### src/rtl/eng_pkg.sv
// eng_pkg: shared types, derived sizes and helper functions for the engine
// job sequencer (eng_ctrl) and its beat counter.
package eng_pkg;

  localparam int W                = 8;   // GF word width (bits per bitmatrix column)
  localparam int K_MAX            = 8;   // max data packets per stripe
  localparam int M_MAX            = 4;   // max parity rows per stripe
  localparam int BM_MULT_UNIT_NUM = 4;   // data packets consumed per engine beat
  localparam int STRIPE_W         = 8;   // stripe counter width
  localparam int KG_MAX           = K_MAX / BM_MULT_UNIT_NUM;
  localparam int INBUF_ADDR_W     = STRIPE_W + $clog2(KG_MAX);

  typedef enum logic [2:0] {
    ST_IDLE  = 3'd0,
    ST_LOAD  = 3'd1,
    ST_RUN   = 3'd2,
    ST_DRAIN = 3'd3,
    ST_DONE  = 3'd4,
    ST_ERR   = 3'd5
  } eng_ctrl_state_t;

  // A job is legal when k, m and the stripe count are all inside their ranges.
  function automatic logic cfg_legal(input int k, input int m, input int stripes,
                                     input int k_max, input int m_max);
    return (k >= 1) && (k <= k_max) && (m >= 1) && (m <= m_max) && (stripes >= 1);
  endfunction

  // Number of column groups needed to cover k packets (ceiling division).
  function automatic int grp_count(input int k, input int unit);
    return (k + unit - 1) / unit;
  endfunction

endpackage

### src/rtl/beat_counter.sv
// beat_counter: nested grp/row/stripe counter with runtime wrap limits.
// grp is the fastest digit, then row, then stripe.
//   clk, rst        : clock, asynchronous active-high reset
//   i_clr           : synchronous clear of all three counters (wins over i_adv)
//   i_adv           : advance by one beat
//   i_*_last        : value at which each digit wraps to zero
//   o_grp/row/stripe: current counter values
//   o_last          : counters sit on the final beat of the job
module beat_counter #(
  parameter int GRP_W    = 1,
  parameter int ROW_W    = 2,
  parameter int STRIPE_W = 8
) (
  input  logic                clk,
  input  logic                rst,
  input  logic                i_clr,
  input  logic                i_adv,
  input  logic [GRP_W-1:0]    i_grp_last,
  input  logic [ROW_W-1:0]    i_row_last,
  input  logic [STRIPE_W-1:0] i_stripe_last,
  output logic [GRP_W-1:0]    o_grp,
  output logic [ROW_W-1:0]    o_row,
  output logic [STRIPE_W-1:0] o_stripe,
  output logic                o_last
);

  logic [GRP_W-1:0]    r_grp;
  logic [ROW_W-1:0]    r_row;
  logic [STRIPE_W-1:0] r_stripe;

  // Counter update: carry ripples grp -> row -> stripe.
  always_ff @(posedge clk or posedge rst) begin
    if (rst) begin
      r_grp    <= '0;
      r_row    <= '0;
      r_stripe <= '0;
    end else if (i_clr) begin
      r_grp    <= '0;
      r_row    <= '0;
      r_stripe <= '0;
    end else if (i_adv) begin
      if (r_grp == i_grp_last) begin
        r_grp <= '0;
        if (r_row == i_row_last) begin
          r_row <= '0;
          if (r_stripe == i_stripe_last) begin
            r_stripe <= '0;
          end else begin
            r_stripe <= r_stripe + STRIPE_W'(1);
          end
        end else begin
          r_row <= r_row + ROW_W'(1);
        end
      end else begin
        r_grp <= r_grp + GRP_W'(1);
      end
    end
  end

  assign o_grp    = r_grp;
  assign o_row    = r_row;
  assign o_stripe = r_stripe;
  assign o_last   = (r_grp == i_grp_last) && (r_row == i_row_last) &&
                    (r_stripe == i_stripe_last);

endmodule

### src/rtl/eng_ctrl.sv
// eng_ctrl: job sequencer for the bitmatrix-multiply / XOR-tree encoder.
// Walks every (stripe, parity row, column group) beat of a job, drives the
// engine advance enable, engine clear, input-buffer read and bitmatrix selects,
// stalls on output-buffer backpressure and flushes the pipeline at job end.
//   ctl_start/ctl_abort/cfg_*        : job control and configuration
//   data_used/eng_empty              : engine beat consumption / drain status
//   eng_outbuf_wr_req/outbuf_eng_wr_ack : monitored to detect backpressure
//   cntrl_eng_calc_en/eng_rstn       : engine advance enable / sync clear (low)
//   ctl_inbuf_rd_req/_addr           : input-buffer read
//   ctl_bm_grp_idx/ctl_bm_row_idx    : bitmatrix column-group / row select
//   ctl_busy/ctl_done/ctl_err        : status
module eng_ctrl #(
  parameter  int K_MAX            = eng_pkg::K_MAX,
  parameter  int M_MAX            = eng_pkg::M_MAX,
  parameter  int BM_MULT_UNIT_NUM = eng_pkg::BM_MULT_UNIT_NUM,
  parameter  int STRIPE_W         = eng_pkg::STRIPE_W,
  localparam int KG_MAX           = K_MAX / BM_MULT_UNIT_NUM,
  localparam int GRP_W            = (KG_MAX > 1) ? $clog2(KG_MAX) : 1,
  localparam int ROW_W            = (M_MAX > 1) ? $clog2(M_MAX) : 1,
  localparam int ADDR_W           = STRIPE_W + $clog2(KG_MAX),
  localparam int KW               = $clog2(K_MAX + 1),
  localparam int MW               = $clog2(M_MAX + 1)
) (
  input  logic                clk,
  input  logic                rst,
  input  logic                ctl_start,
  input  logic                ctl_abort,
  input  logic [KW-1:0]       cfg_k,
  input  logic [MW-1:0]       cfg_m,
  input  logic [STRIPE_W-1:0] cfg_stripes,
  input  logic                data_used,
  input  logic                eng_empty,
  input  logic                eng_outbuf_wr_req,
  input  logic                outbuf_eng_wr_ack,
  output logic                cntrl_eng_calc_en,
  output logic                eng_rstn,
  output logic                ctl_inbuf_rd_req,
  output logic [ADDR_W-1:0]   ctl_inbuf_rd_addr,
  output logic [GRP_W-1:0]    ctl_bm_grp_idx,
  output logic [ROW_W-1:0]    ctl_bm_row_idx,
  output logic                ctl_busy,
  output logic                ctl_done,
  output logic                ctl_err
);

  import eng_pkg::*;

  eng_ctrl_state_t     r_state;
  logic [GRP_W-1:0]    r_grp_last;
  logic [ROW_W-1:0]    r_row_last;
  logic [STRIPE_W-1:0] r_stripe_last;
  logic                r_busy;
  logic                r_done;
  logic                r_err;
  logic                r_eng_rstn;

  logic                w_stall;
  logic                w_abort;
  logic                w_calc_en;
  logic                w_rd_req;
  logic                w_adv;
  logic                w_clr;
  logic                w_last;
  logic                w_cfg_ok;
  logic [GRP_W-1:0]    w_grp_last_cfg;
  logic [GRP_W-1:0]    w_grp;
  logic [ROW_W-1:0]    w_row;
  logic [STRIPE_W-1:0] w_stripe;

  // Handshake, stall and config decode.
  always_comb begin
    w_stall        = eng_outbuf_wr_req & ~outbuf_eng_wr_ack;
    w_abort        = ctl_abort && (r_state != ST_IDLE);
    w_calc_en      = ((r_state == ST_RUN) || (r_state == ST_DRAIN)) && !w_stall;
    w_rd_req       = (r_state == ST_RUN) && !w_stall;
    // data_used only counts while the engine is actually being advanced in RUN.
    w_adv          = w_rd_req && data_used;
    w_clr          = w_abort || (r_state == ST_LOAD);
    w_cfg_ok       = cfg_legal(int'(cfg_k), int'(cfg_m), int'(cfg_stripes), K_MAX, M_MAX);
    w_grp_last_cfg = GRP_W'(grp_count(int'(cfg_k), BM_MULT_UNIT_NUM) - 1);
  end

  beat_counter #(
    .GRP_W    (GRP_W),
    .ROW_W    (ROW_W),
    .STRIPE_W (STRIPE_W)
  ) u_beat_counter (
    .clk           (clk),
    .rst           (rst),
    .i_clr         (w_clr),
    .i_adv         (w_adv),
    .i_grp_last    (r_grp_last),
    .i_row_last    (r_row_last),
    .i_stripe_last (r_stripe_last),
    .o_grp         (w_grp),
    .o_row         (w_row),
    .o_stripe      (w_stripe),
    .o_last        (w_last)
  );

  // Job FSM with registered status and engine-clear outputs; abort has priority.
  always_ff @(posedge clk or posedge rst) begin
    if (rst) begin
      r_state       <= ST_IDLE;
      r_grp_last    <= '0;
      r_row_last    <= '0;
      r_stripe_last <= '0;
      r_busy        <= 1'b0;
      r_done        <= 1'b0;
      r_err         <= 1'b0;
      r_eng_rstn    <= 1'b1;
    end else begin
      r_done     <= 1'b0;
      r_err      <= 1'b0;
      r_eng_rstn <= 1'b1;
      if (w_abort) begin
        r_state    <= ST_IDLE;
        r_busy     <= 1'b0;
        r_eng_rstn <= 1'b0;
      end else begin
        case (r_state)
          ST_IDLE: begin
            if (ctl_start) begin
              if (w_cfg_ok) begin
                // Wrap limits are stored as last-index values for the counter.
                r_grp_last    <= w_grp_last_cfg;
                r_row_last    <= ROW_W'(int'(cfg_m) - 1);
                r_stripe_last <= cfg_stripes - STRIPE_W'(1);
                r_state       <= ST_LOAD;
                r_busy        <= 1'b1;
                r_eng_rstn    <= 1'b0;
              end else begin
                r_state <= ST_ERR;
                r_err   <= 1'b1;
              end
            end
          end
          ST_LOAD: r_state <= ST_RUN;
          ST_RUN: begin
            if (w_adv && w_last) begin
              r_state <= ST_DRAIN;
            end
          end
          ST_DRAIN: begin
            if (eng_empty && !w_stall) begin
              r_state <= ST_DONE;
              r_done  <= 1'b1;
              r_busy  <= 1'b0;
            end
          end
          ST_DONE: r_state <= ST_IDLE;
          ST_ERR:  r_state <= ST_IDLE;
          default: begin
            r_state <= ST_IDLE;
            r_busy  <= 1'b0;
          end
        endcase
      end
    end
  end

  assign cntrl_eng_calc_en = w_calc_en;
  assign ctl_inbuf_rd_req  = w_rd_req;
  // Same data group is re-read for every parity row: address ignores the row.
  assign ctl_inbuf_rd_addr = ADDR_W'(w_stripe) * ADDR_W'(KG_MAX) + ADDR_W'(w_grp);
  assign ctl_bm_grp_idx    = w_grp;
  assign ctl_bm_row_idx    = w_row;
  assign eng_rstn          = r_eng_rstn;
  assign ctl_busy          = r_busy;
  assign ctl_done          = r_done;
  assign ctl_err           = r_err;

endmodule

### config.mk
export PLATFORM = sky130hd
export DESIGN_NAME = eng_ctrl
export DESIGN_NICKNAME = d
export VERILOG_FILES = /design/src/rtl/eng_pkg.sv /design/src/rtl/beat_counter.sv /design/src/rtl/eng_ctrl.sv
export SDC_FILE = /design/constraint.sdc
export NUM_CORES = 1
export LEC_CHECK = 0
export ABC_AREA = 1
export CORE_MARGIN = 5
export CORE_UTILIZATION = 52
export DETAILED_ROUTE_END_ITERATION = 8
export GPL_TIMING_DRIVEN = 0
export PLACE_DENSITY = 0.86
export SKIP_CTS_REPAIR_TIMING = 1
export SYNTH_ARGS = -nofsm -noshare
export SYNTH_HDL_FRONTEND = slang
export SYNTH_HIERARCHICAL = 1
export SYNTH_SLANG_ARGS = --single-unit
### constraint.sdc
create_clock -name clk -period 2.2 [get_ports clk]
set_clock_uncertainty 0.05 [all_clocks]
set_input_delay 0.44 -clock clk [delete_from_list [all_inputs] [get_ports clk]]
set_output_delay 0.44 -clock clk [all_outputs]
set_load 0.02 [all_outputs]
== Word-level counts from Yosys, hierarchy flattened ==
Index checks and enable logic that the tools add are counted.

* Reductions and logical operators: 27
* Bitwise operators: 4
* Mux-type cells: 33
* Add/subtract/negate cells: 10
* $lt $le $gt $ge: 5
* Equality and inequality tests: 13

{| class="wikitable"
|+ Operators by type and width
! operator !! number
|-
| 8-bit two-way mux || 5
|-
| 1-bit two-way mux || 17
|-
| 3-bit two-way mux || 5
|-
| 1-bit logical AND || 12
|-
| 3-bit one-hot mux with 4 select lines || 1
|-
| 9-bit by 1-bit adder with 9-bit output || 1
|-
| 8-bit by 1-bit adder with 8-bit output (second input constant) || 1
|-
| 8-bit == test || 1
|-
| 8-bit by 1-bit greater-or-equal comparator with 1-bit output (second input constant) || 1
|-
| 2-bit two-way mux || 4
|-
| 4-bit AND reduction || 2
|-
| 8-bit by 1-bit subtractor with 8-bit output (second input constant) || 1
|-
| 3-bit by 2-bit == test with 1-bit output (second input constant) || 2
|-
| 3-bit == test (second input constant) || 2
|-
| 3-bit by 2-bit inequality test with 1-bit output (second input constant) || 2
|-
| 3-bit inequality test (second input constant) || 2
|-
| 3-bit AND reduction || 2
|-
| 2-bit nonzero test || 3
|-
| 5-bit by 1-bit subtractor with 6-bit output (second input constant) || 1
|-
| 4-bit by 3-bit adder with 5-bit output (second input constant) || 1
|-
| 4-bit by 1-bit greater-or-equal comparator with 1-bit output (second input constant) || 1
|-
| 4-bit less-or-equal comparator (second input constant) || 1
|-
| 4-bit OR reduction || 1
|-
| 3-bit by 1-bit == test with 1-bit output (second input constant) || 1
|-
| other kinds (19) || 22
|}

* Register bits: 29
* Logic and storage cells: 103
* Output and inout port bits: 18

== Depth between registers and ports, before layout ==
Gate-level depths: netlist of the first run.

* Word-level depth: 9
* Gate-level depth with buffers: 11
* Gate-level depth less buffers: 11

== Cells and area by module ==
Netlist of the first run, hierarchy kept.

{| class="wikitable"
|+ Modules (own cells, without submodules)
! module !! area each (um^2) !! cells an instance !! seq. area each (um^2) !! times used
|-
| eng_ctrl || 1224.9 || 161 || 451.7 || 1
|-
| beat_counter || 832.0 || 125 || 275.3 || 1
|}

== Worst setup path after synthesis of the first run ==
Ideal clock, no wire load.

* Path type: register to register
* Start point: reg r_state[2]
* End point: reg u_beat_counter.r_stripe[4] (netlist: u_beat_counter/o_stripe[4])
* Arrival: 1.518 ns
* Required time: 2.032 ns
* Slack: 0.514 ns
* Stages on the path, launching flop included: 11
* Clock period less this slack: 1.686 ns
* Path buffers: 0
* Library setup time: 0.118 ns
* Cell sequence: dfrtp_1 -> nor2_2 -> nand2_2 -> nor3b_1 -> nand2_1 -> inv_1 -> nand3_2 -> nand2_4 -> inv_2 -> nand2_1 -> nand2_1

* Cells in the longest elaborated chain, start to end: 5
* Elaborated cells on any way between the ends: 12
* Those cells by class: eq/ne: 2; mux: 1; reduce/logical: 9

{| class="wikitable"
|+ RTL lines
! element !! line !! source
|-
| start, declared || eng_ctrl.sv:48 || <nowiki>eng_ctrl_state_t r_state;</nowiki>
|-
| start signal, assigned || eng_ctrl.sv:104 || <nowiki>r_state <= ST_IDLE;</nowiki>
|-
| start signal, assigned || eng_ctrl.sv:117 || <nowiki>r_state <= ST_IDLE;</nowiki>
|-
| start signal, assigned || eng_ctrl.sv:129 || <nowiki>r_state <= ST_LOAD;</nowiki>
|-
| 3-bit by 2-bit == test with 1-bit output || eng_ctrl.sv:75 || <nowiki>w_rd_req = (r_state == ST_RUN) && !w_stall;</nowiki>
|-
| 1-bit logical AND || eng_ctrl.sv:75 ||
|-
| 1-bit logical AND || eng_ctrl.sv:77 || <nowiki>w_adv = w_rd_req && data_used;</nowiki>
|-
| via w_adv || eng_ctrl.sv:61 || <nowiki>logic w_adv;</nowiki>
|-
| 2-bit nonzero test (no source line) || -- ||
|-
| 3-bit AND reduction (no source line) || -- ||
|-
| end signal, assigned || beat_counter.sv:49 || <nowiki>r_stripe <= r_stripe + STRIPE_W'(1);</nowiki>
|-
| end, declared || beat_counter.sv:29 || <nowiki>logic [STRIPE_W-1:0] r_stripe;</nowiki>
|}

The timed path passes the listed nets, and every way through them passes these cells.
A chain may end at the register's enable or synchronous reset.

== Final worst setup path of the first run ==
* Start point: in outbuf_eng_wr_ack
* End point: out cntrl_eng_calc_en

* Cells in the longest elaborated chain, start to end: 4

{| class="wikitable"
|+ RTL lines
! element !! line !! source
|-
| start, declared || eng_ctrl.sv:34 || <nowiki>input logic outbuf_eng_wr_ack,</nowiki>
|-
| 1-bit NOT || eng_ctrl.sv:72 || <nowiki>w_stall = eng_outbuf_wr_req & ~outbuf_eng_wr_ack;</nowiki>
|-
| 1-bit bitwise AND || eng_ctrl.sv:72 ||
|-
| 1-bit logical NOT || eng_ctrl.sv:74 || <nowiki>w_calc_en = ((r_state == ST_RUN) || (r_state == ST_DRAIN)) && !w_stall;</nowiki>
|-
| 1-bit logical AND || eng_ctrl.sv:74 ||
|-
| end, declared || eng_ctrl.sv:35 || <nowiki>output logic cntrl_eng_calc_en,</nowiki>
|}

No other way between the ends.

==> impl_metrics.xml, run 1 <==
<?xml version="1.0" encoding="UTF-8"?>
<metrics>
  <group name="status">
    <metric name="status" unit="">completed</metric>
  </group>
  <group name="power">
    <metric name="share_seq_of_total_power" unit="">0.353</metric>
    <metric name="vdd_drop_max" unit="V">0.0003566</metric>
    <metric name="power.share.combinational" unit="">0.480</metric>
    <metric name="p_sw_frac" unit="">0.4351</metric>
    <metric name="clock_power_share" unit="">0.167</metric>
    <metric name="power_per_cell_area" unit="nW/um^2">968.1</metric>
    <metric name="net_switching_component_of_the_power" unit="mW">1.101</metric>
    <metric name="leakage" unit="nW">1.366</metric>
    <metric name="totalPowerFinal" unit="mW">2.530</metric>
    <metric name="cell_internal_pwr" unit="mW">1.430</metric>
  </group>
  <group name="hold_path">
    <metric name="hp-class" unit="">in -&gt; async</metric>
  </group>
  <group name="sta">
    <metric name="max_freq" unit="MHz">517.6</metric>
    <metric name="grt_setup_unrepaired" unit="">false</metric>
    <metric name="setup-violations-final" unit="">0</metric>
    <metric name="post-route-min-period" unit="ps">1932</metric>
    <metric name="finalHoldViolations" unit="">0</metric>
    <metric name="fin_hold_ws" unit="ps">415.4</metric>
    <metric name="setup_tns" unit="ps">0</metric>
    <metric name="max-slew-margin-rel" unit="">0.5572</metric>
    <metric name="tightest_slew" unit="ps">663.5</metric>
    <metric name="finalWorstSetupSlack" unit="ps">268.1</metric>
    <metric name="post-route-period-util" unit="">0.8782</metric>
    <metric name="timing_max_transition_violations_final" unit="">0</metric>
  </group>
  <group name="synthesis">
    <metric name="synthArstFlopShare" unit="">1.000</metric>
    <metric name="syn_nets" unit="">315</metric>
    <metric name="yosys.cell_types.count" unit="">30</metric>
    <metric name="synthesis.instances" unit="">286</metric>
    <metric name="synth_area" unit="sq um">2057</metric>
    <metric name="synth_sequential_area_ratio" unit="">0.3534</metric>
    <metric name="synth-main-ff-cell" unit="">sky130_fd_sc_hd__dfrtp_1</metric>
    <metric name="synth_seq_cells" unit="">29</metric>
    <metric name="yosysWarningCount" unit="">6</metric>
    <metric name="syn-mean-instance-area" unit="sq um">7.192</metric>
    <metric name="edff_count_synth" unit="">0</metric>
  </group>
  <group name="finish">
    <metric name="final_layout_size_suffix_gt1_frac" unit="">0.1587</metric>
    <metric name="antenna_cells_inserted" unit="">0</metric>
    <metric name="fin_nets" unit="">362</metric>
    <metric name="layout-area-overhead-vs-synth" unit="%">27.07</metric>
    <metric name="mostFrequentLayoutCells" unit="">sky130_fd_sc_hd__nand2_1, sky130_fd_sc_hd__clkdlybuf4s50_1, sky130_fd_sc_hd__inv_1, sky130_fd_sc_hd__nor2_1, sky130_fd_sc_hd__dfrtp_1</metric>
    <metric name="mostFrequentLayoutCell" unit="">sky130_fd_sc_hd__nand2_1</metric>
  </group>
  <group name="global_routing">
    <metric name="largest_net_degree_at_the_start_of_global_routing" unit="">19</metric>
    <metric name="grt_pass1_wl" unit="um">7514</metric>
    <metric name="grt_util_all_layers" unit="">0.1806</metric>
    <metric name="via_count_of_the_first_global_routing_pass" unit="">1817</metric>
    <metric name="grt_antenna_before_repair" unit="">0</metric>
    <metric name="gr-total-overflow" unit="">0</metric>
  </group>
  <group name="floorplan">
    <metric name="core_area" unit="sq um">3744</metric>
    <metric name="dieArea" unit="sq um">5314</metric>
    <metric name="ioPinCount" unit="">41</metric>
    <metric name="number_of_cell_rows" unit="">22</metric>
    <metric name="chipWidth" unit="um">72.90</metric>
    <metric name="initial_core_util" unit="">0.5495</metric>
    <metric name="fp.dieH" unit="um">72.90</metric>
  </group>
  <group name="clocking">
    <metric name="cts-buffers-inserted" unit="">5</metric>
    <metric name="clock_sinks" unit="">29</metric>
    <metric name="max-clock-path-buffers" unit="">2</metric>
    <metric name="cts.reportedPaths.clkPinSlew" unit="ps">60</metric>
    <metric name="clock_root_cell" unit="">sky130_fd_sc_hd__clkbuf_8</metric>
    <metric name="cts_tree" unit="">yes</metric>
    <metric name="clock_latency" unit="ps">290</metric>
    <metric name="cts-htree-levels" unit="">2</metric>
  </group>
  <group name="job">
    <metric name="drv.max_cap_violation_count" unit="">0</metric>
  </group>
  <group name="critical_path">
    <metric name="ff2ff_setup_slack" unit="ps">350</metric>
    <metric name="worst_setup_path_start_kind" unit="">input pin</metric>
    <metric name="cp_max_fo" unit="">3</metric>
    <metric name="crit_required" unit="ps">1710</metric>
    <metric name="sort_of_element_at_the_end_of_the_critical_path" unit="">output pin</metric>
    <metric name="cp.arrival" unit="ps">1440</metric>
    <metric name="criticalPathCategory" unit="">in -&gt; out</metric>
  </group>
  <group name="detailed_routing">
    <metric name="drcViolationCount" unit="">0</metric>
    <metric name="post_drt_wl_per_cell" unit="um">11.26</metric>
    <metric name="viasPerCell" unit="">4.979</metric>
    <metric name="via_count" unit="">1902</metric>
    <metric name="detail_route.wirelength" unit="um">4302</metric>
    <metric name="initialDrtViolationCount" unit="">95</metric>
    <metric name="dr.pass1.iters" unit="">4</metric>
    <metric name="drt.antenna.violating_nets" unit="">0</metric>
  </group>
  <group name="placement">
    <metric name="placement.setup.worst_slack" unit="ps">-140.7</metric>
    <metric name="place_congestion" unit="">0.8512</metric>
    <metric name="place.detailed.hpwl" unit="um">3491</metric>
    <metric name="buffer_ports.inserted" unit="">40</metric>
  </group>
</metrics>
-- per-layer routing --
metal	routed length, um	GRT usage	vias to the layer above	share of wire
li1	-	-	981	-
met4	85	0.1004	0	0.020
met2	2186	0.3257	46	0.51
met5	0	0	-	0
met1	1790	0.1974	867	0.42
met3	239	0.03306	8	0.056
-- through the flow --
stage / cells / cell area [sq um] / utilization
floorplan: 286 / 2057 / -
global placement: 374 / 2517 / 0.6725
detailed placement: 374 / 2517 / 0.6725
CTS: 382 / 2604 / 0.6955
global route: 382 / 2614 / 0.6982
finish: 382 / 2614 / 0.6982
-- area by class of cell --
class	count	area (sq um)
fill	320	1130
multi-input combinational	208	1122
sequential	29	726.9
timing repair buffer	40	405.4
inverter	43	162.7
clock buffer	5	68.82
tap	48	60.06
buffer	6	50.05
clock inverter	3	17.52
-- power by group through the flow --
stage | sequential [mW] | clock [mW] | combinational [mW]
after floorplan | 0.934 | 0 | 0.808
after global placement | 0.888 | 0 | 1.17
after detailed placement | 0.900 | 0 | 1.22
after CTS | 0.894 | 0.430 | 1.22
after global routing | 0.925 | 0.462 | 1.38
final | 0.893 | 0.423 | 1.21
-- Yosys cell counts, types with 2 or more instances --
cell                       count  area (sq um)
sky130_fd_sc_hd__inv_1        35         131.4
sky130_fd_sc_hd__xnor2_1       5         43.79
sky130_fd_sc_hd__nor2_1       30         112.6
sky130_fd_sc_hd__nor2_2        7         43.79
sky130_fd_sc_hd__inv_2         6         22.52
sky130_fd_sc_hd__nand2_1      80         300.3
sky130_fd_sc_hd__nand3b_1      4         30.03
sky130_fd_sc_hd__xor2_1        8         70.07
sky130_fd_sc_hd__nand2_4       4         45.04
sky130_fd_sc_hd__o21ai_1       2         10.01
sky130_fd_sc_hd__nor3_1        7         35.03
sky130_fd_sc_hd__nand3_1      20         100.1
sky130_fd_sc_hd__buf_2         3         15.01
sky130_fd_sc_hd__nand3_2       2         20.02
sky130_fd_sc_hd__a21oi_1       4         20.02
sky130_fd_sc_hd__nor3_4        2         32.53
sky130_fd_sc_hd__dfrtp_1      28         700.7
sky130_fd_sc_hd__nand2_2      13         81.33
sky130_fd_sc_hd__ha_1          6         75.07
sky130_fd_sc_hd__buf_4         2         15.01
sky130_fd_sc_hd__nand4_1       7         43.79
sky130_fd_sc_hd__o21ai_0       2         10.01
sky130_fd_sc_hd__nor2_4        2         22.52
-- path summary, 6_finish.rpt --
| kind | cells past startpoint | start | endpoint |
|---|---|---|---|
| max | 6 | outbuf_eng_wr_ack | cntrl_eng_calc_en |
| min reg2reg | 2 | r_stripe_last[6]$_DFFE_PP0P_ | r_stripe_last[6]$_DFFE_PP0P_ |
| max reg2reg | 10 | r_state[2]$_DFFE_PP0P_ | u_beat_counter/o_stripe[7]$_DFFE_PP0P_ |
| min in group clk | 2 | r_stripe_last[6]$_DFFE_PP0P_ | r_stripe_last[6]$_DFFE_PP0P_ |
| max in group asynchronous | 2 | rst | r_stripe_last[5]$_DFFE_PP0P_ |
| min | 2 | rst | u_beat_counter/o_stripe[0]$_DFFE_PP0P_ |
-- sequential cells by signal, indices dropped and copies added (netlist names) --
signal	count
r_stripe_last	8
u_beat_counter/o_stripe	8
r_state	3
r_row_last	2
u_beat_counter/o_row	2
ctl_busy	1
ctl_done	1
ctl_err	1
eng_rstn	1
r_grp_last	1
u_beat_counter/o_grp	1
-- worst max-delay path, stage by stage --
cell and delay [ps]:
sky130_fd_sc_hd__clkdlybuf4s50_1 450, sky130_fd_sc_hd__inv_1 40, sky130_fd_sc_hd__nand2_1 60, sky130_fd_sc_hd__inv_1 80, sky130_fd_sc_hd__nor3_1 130, sky130_fd_sc_hd__dlymetal6s2s_1 240
-- logic make-up (layout without fill, tap and decap cells) --
kind of cell             count (synthesis)  after routing  share of synthesized area
buffers and inverters                   49             97                     0.1034
XOR/XNOR                                13             13                    0.05535
AO/OA/AOI/OAI                            9              9                    0.02312
flip-flops                              29             29                     0.3534
adder cells (fa/ha/maj)                  6              6                    0.03650
AND/OR/NAND/NOR                        180            180                     0.4282
No activity file was read; power rests on OpenSTA's default activity.
==> run 2, diff against run 1 <==
--- a/config.mk
+++ b/config.mk
@@ -11,8 +11,11 @@
 export DETAILED_ROUTE_END_ITERATION = 8
 export GPL_TIMING_DRIVEN = 0
 export PLACE_DENSITY = 0.86
+export RECOVER_POWER = 25
 export SKIP_CTS_REPAIR_TIMING = 1
+export SLEW_MARGIN = 20
 export SYNTH_ARGS = -nofsm -noshare
 export SYNTH_HDL_FRONTEND = slang
 export SYNTH_HIERARCHICAL = 1
 export SYNTH_SLANG_ARGS = --single-unit
+export TNS_END_PERCENT = 50
==> impl_metrics.xml, run 2 (synthesis gave the netlist of run 1 again) <==
<?xml version="1.0" encoding="UTF-8"?>
<metrics>
  <group name="critical_path">
    <metric name="timing.critical_path.max_delay_family" unit="">buffers and inverters</metric>
    <metric name="timing.rr.start" unit="">r_state[2]$_DFFE_PP0P_</metric>
    <metric name="crit_cells" unit="">6</metric>
    <metric name="ff2ff_setup_slack" unit="ps">350</metric>
    <metric name="critical_path.cell_chain" unit="">clkdlybuf4s50_1, inv_1, nand2_1, inv_1, nor3_1, dlymetal6s2s_1</metric>
    <metric name="crit_path_max_incr_delay" unit="ps">450</metric>
    <metric name="worstPathBufferInverterCount" unit="">4</metric>
    <metric name="critPathLaunch" unit="">outbuf_eng_wr_ack</metric>
    <metric name="cp.arrival" unit="ps">1440</metric>
    <metric name="sort_of_element_at_the_end_of_the_critical_path" unit="">output pin</metric>
    <metric name="criticalPathCategory" unit="">in -&gt; out</metric>
    <metric name="cp_max_fo" unit="">3</metric>
    <metric name="crit_required" unit="ps">1710</metric>
    <metric name="setup.worst_path.end" unit="">cntrl_eng_calc_en</metric>
    <metric name="worst_setup_path_start_kind" unit="">input pin</metric>
    <metric name="regToRegEndpoint" unit="">u_beat_counter/o_stripe[7]$_DFFE_PP0P_</metric>
    <metric name="rr_worst_depth" unit="">10</metric>
    <metric name="timing.critical_path.mode_cell" unit="">sky130_fd_sc_hd__inv_1</metric>
    <metric name="crit_slowest_cell" unit="">sky130_fd_sc_hd__clkdlybuf4s50_1</metric>
  </group>
  <group name="finish">
    <metric name="final_layout_size_suffix_gt1_frac" unit="">0.1587</metric>
    <metric name="stdcell_count" unit="">382</metric>
    <metric name="layout-area-overhead-vs-synth" unit="%">27.07</metric>
    <metric name="mostFrequentLayoutCells" unit="">sky130_fd_sc_hd__nand2_1, sky130_fd_sc_hd__clkdlybuf4s50_1, sky130_fd_sc_hd__inv_1, sky130_fd_sc_hd__nor2_1, sky130_fd_sc_hd__dfrtp_1</metric>
    <metric name="antenna_cells_inserted" unit="">0</metric>
    <metric name="mostFrequentLayoutCell" unit="">sky130_fd_sc_hd__nand2_1</metric>
    <metric name="fin_area" unit="sq um">2614</metric>
    <metric name="nFillCells" unit="">320</metric>
    <metric name="fin_nets" unit="">362</metric>
  </group>
  <group name="job">
    <metric name="drv.max_cap_violation_count" unit="">0</metric>
  </group>
  <group name="floorplan">
    <metric name="initial_core_util" unit="">0.5495</metric>
    <metric name="chipWidth" unit="um">72.90</metric>
    <metric name="dieArea" unit="sq um">5314</metric>
    <metric name="number_of_cell_rows" unit="">22</metric>
    <metric name="core_area" unit="sq um">3744</metric>
    <metric name="fp.dieH" unit="um">72.90</metric>
    <metric name="ioPinCount" unit="">41</metric>
  </group>
  <group name="power">
    <metric name="share_seq_of_total_power" unit="">0.353</metric>
    <metric name="p_sw_frac" unit="">0.4351</metric>
    <metric name="power.share.combinational" unit="">0.480</metric>
    <metric name="net_switching_component_of_the_power" unit="mW">1.101</metric>
    <metric name="vdd_drop_max" unit="V">0.0003566</metric>
    <metric name="leakage" unit="nW">1.367</metric>
    <metric name="cell_internal_pwr" unit="mW">1.429</metric>
    <metric name="power_per_cell_area" unit="nW/um^2">967.9</metric>
    <metric name="clock_power_share" unit="">0.167</metric>
  </group>
  <group name="sta">
    <metric name="timing_max_transition_violations_final" unit="">0</metric>
    <metric name="max-slew-margin-rel" unit="">0.5572</metric>
    <metric name="post-route-min-period" unit="ps">1932</metric>
    <metric name="setup-violations-final" unit="">0</metric>
    <metric name="max_freq" unit="MHz">517.6</metric>
    <metric name="post-route-period-util" unit="">0.8782</metric>
    <metric name="tightest_slew" unit="ps">663.5</metric>
    <metric name="grt_setup_unrepaired" unit="">false</metric>
    <metric name="finalHoldViolations" unit="">0</metric>
    <metric name="setup_tns" unit="ps">0</metric>
    <metric name="fin_hold_ws" unit="ps">453.5</metric>
  </group>
  <group name="clocking">
    <metric name="clock_latency" unit="ps">290</metric>
    <metric name="cts-buffers-inserted" unit="">5</metric>
    <metric name="clock_sinks" unit="">29</metric>
    <metric name="clock_root_cell" unit="">sky130_fd_sc_hd__clkbuf_8</metric>
    <metric name="cts.reportedPaths.clkPinSlew" unit="ps">60</metric>
    <metric name="max-clock-path-buffers" unit="">2</metric>
    <metric name="cts-htree-levels" unit="">2</metric>
    <metric name="cts_tree" unit="">yes</metric>
  </group>
  <group name="placement">
    <metric name="buffer_ports.inserted" unit="">40</metric>
    <metric name="place.detailed.instances" unit="">374</metric>
    <metric name="place_congestion" unit="">0.8512</metric>
    <metric name="post_dp_cell_area" unit="sq um">2517</metric>
    <metric name="place.detailed.hpwl" unit="um">3491</metric>
  </group>
  <group name="global_routing">
    <metric name="via_count_of_the_first_global_routing_pass" unit="">1817</metric>
    <metric name="largest_net_degree_at_the_start_of_global_routing" unit="">19</metric>
    <metric name="grt_pass1_wl" unit="um">7514</metric>
    <metric name="gr-total-overflow" unit="">0</metric>
    <metric name="grt_antenna_before_repair" unit="">0</metric>
    <metric name="grt_util_all_layers" unit="">0.1806</metric>
  </group>
  <group name="status">
    <metric name="status" unit="">completed</metric>
  </group>
  <group name="detailed_routing">
    <metric name="detail_route.wirelength" unit="um">4301</metric>
    <metric name="viasPerCell" unit="">4.979</metric>
    <metric name="dr.pass1.iters" unit="">4</metric>
    <metric name="drt.antenna.violating_nets" unit="">0</metric>
    <metric name="post_drt_wl_per_cell" unit="um">11.26</metric>
    <metric name="via_count" unit="">1902</metric>
    <metric name="initialDrtViolationCount" unit="">95</metric>
    <metric name="drcViolationCount" unit="">0</metric>
  </group>
  <group name="hold_path">
    <metric name="hp-class" unit="">reg -&gt; reg</metric>
  </group>
</metrics>
## run 2: changes by cell type in the layout (fill, tap and decap cells not counted), sizes merged
cell | before | now
clkdlybuf4s50 | 38 | 37
dlygate4sd3 | 0 | 1
## run 2: per-stage QoR
step	utilization	power, mW	worst slack (ps)
after floorplan	-	1.741	513.8
after global placement	0.6725	2.062	-119.0
after detailed placement	0.6725	2.115	-140.7
after CTS	0.6955	2.545	-144.5
after global routing	0.6982	2.763	115.7
final	0.6982	2.530	268.1
## run 2: worst min path at each step
stage | start | to | slack (ps) | cells past startpoint
after floorplan | rst | u_beat_counter/o_grp$_DFFE_PP0P_ | 240 | 1
after global placement | r_stripe_last[7]$_DFFE_PP0P_ | r_stripe_last[7]$_DFFE_PP0P_ | 430 | 2
after detailed placement | r_stripe_last[6]$_DFFE_PP0P_ | r_stripe_last[6]$_DFFE_PP0P_ | 440 | 2
after CTS | rst | u_beat_counter/o_stripe[0]$_DFFE_PP0P_ | 430 | 2
after global routing | r_stripe_last[1]$_DFFE_PP0P_ | r_stripe_last[1]$_DFFE_PP0P_ | 480 | 2
final | r_stripe_last[6]$_DFFE_PP0P_ | r_stripe_last[6]$_DFFE_PP0P_ | 450 | 2
## run 2: cell type report
cell class / instances / area [sq um] / area share
buffer: 6 / 50.05 / 0.01915
clock buffer: 5 / 68.82 / 0.02633
clock inverter: 3 / 17.52 / 0.006702
inverter: 43 / 162.7 / 0.06223
multi-input combinational: 208 / 1122 / 0.4294
sequential: 29 / 726.9 / 0.2781
tap: 48 / 60.06 / 0.02298
timing repair buffer: 40 / 405.4 / 0.1551
## run 2: worst register-to-register path, delay by kind of cell (launching register included)
kind | cells | cell delay, ps
DFF | 1 | 430
and+or+nand+nor | 8 | 1050
buffers and inverters | 2 | 190
## run 2: routing by layer
metal / share of wire / vias to the layer above / GRT usage / routed length [um]
met3: 0.056 / 8 / 0.03306 / 239
met1: 0.42 / 867 / 0.1974 / 1790
met4: 0.020 / 0 / 0.1004 / 85
li1: - / 981 / - / -
met2: 0.51 / 46 / 0.3257 / 2186
met5: 0 / - / 0 / 0
## run 2: power by group through the flow
stage          Clock [mW]  Combinational, mW  Sequential (mW)
6_report            0.423               1.21            0.893
5_1_grt             0.462               1.38            0.925
4_1_cts             0.430               1.22            0.894
2_1_floorplan           0              0.808            0.934
3_5_place_dp            0               1.22            0.900
3_3_place_gp            0               1.17            0.888
==> run 3, diff against run 2 <==
--- a/config.mk
+++ b/config.mk
@@ -6,6 +6,8 @@
 export NUM_CORES = 1
 export LEC_CHECK = 0
 export ABC_AREA = 1
+export ABC_CLOCK_PERIOD_IN_PS = 2200
+export CAP_MARGIN = 5
 export CORE_MARGIN = 5
 export CORE_UTILIZATION = 52
 export DETAILED_ROUTE_END_ITERATION = 8
==> results of run 3 <==
Final layout, timing and power as in run 2 (identical DEF).
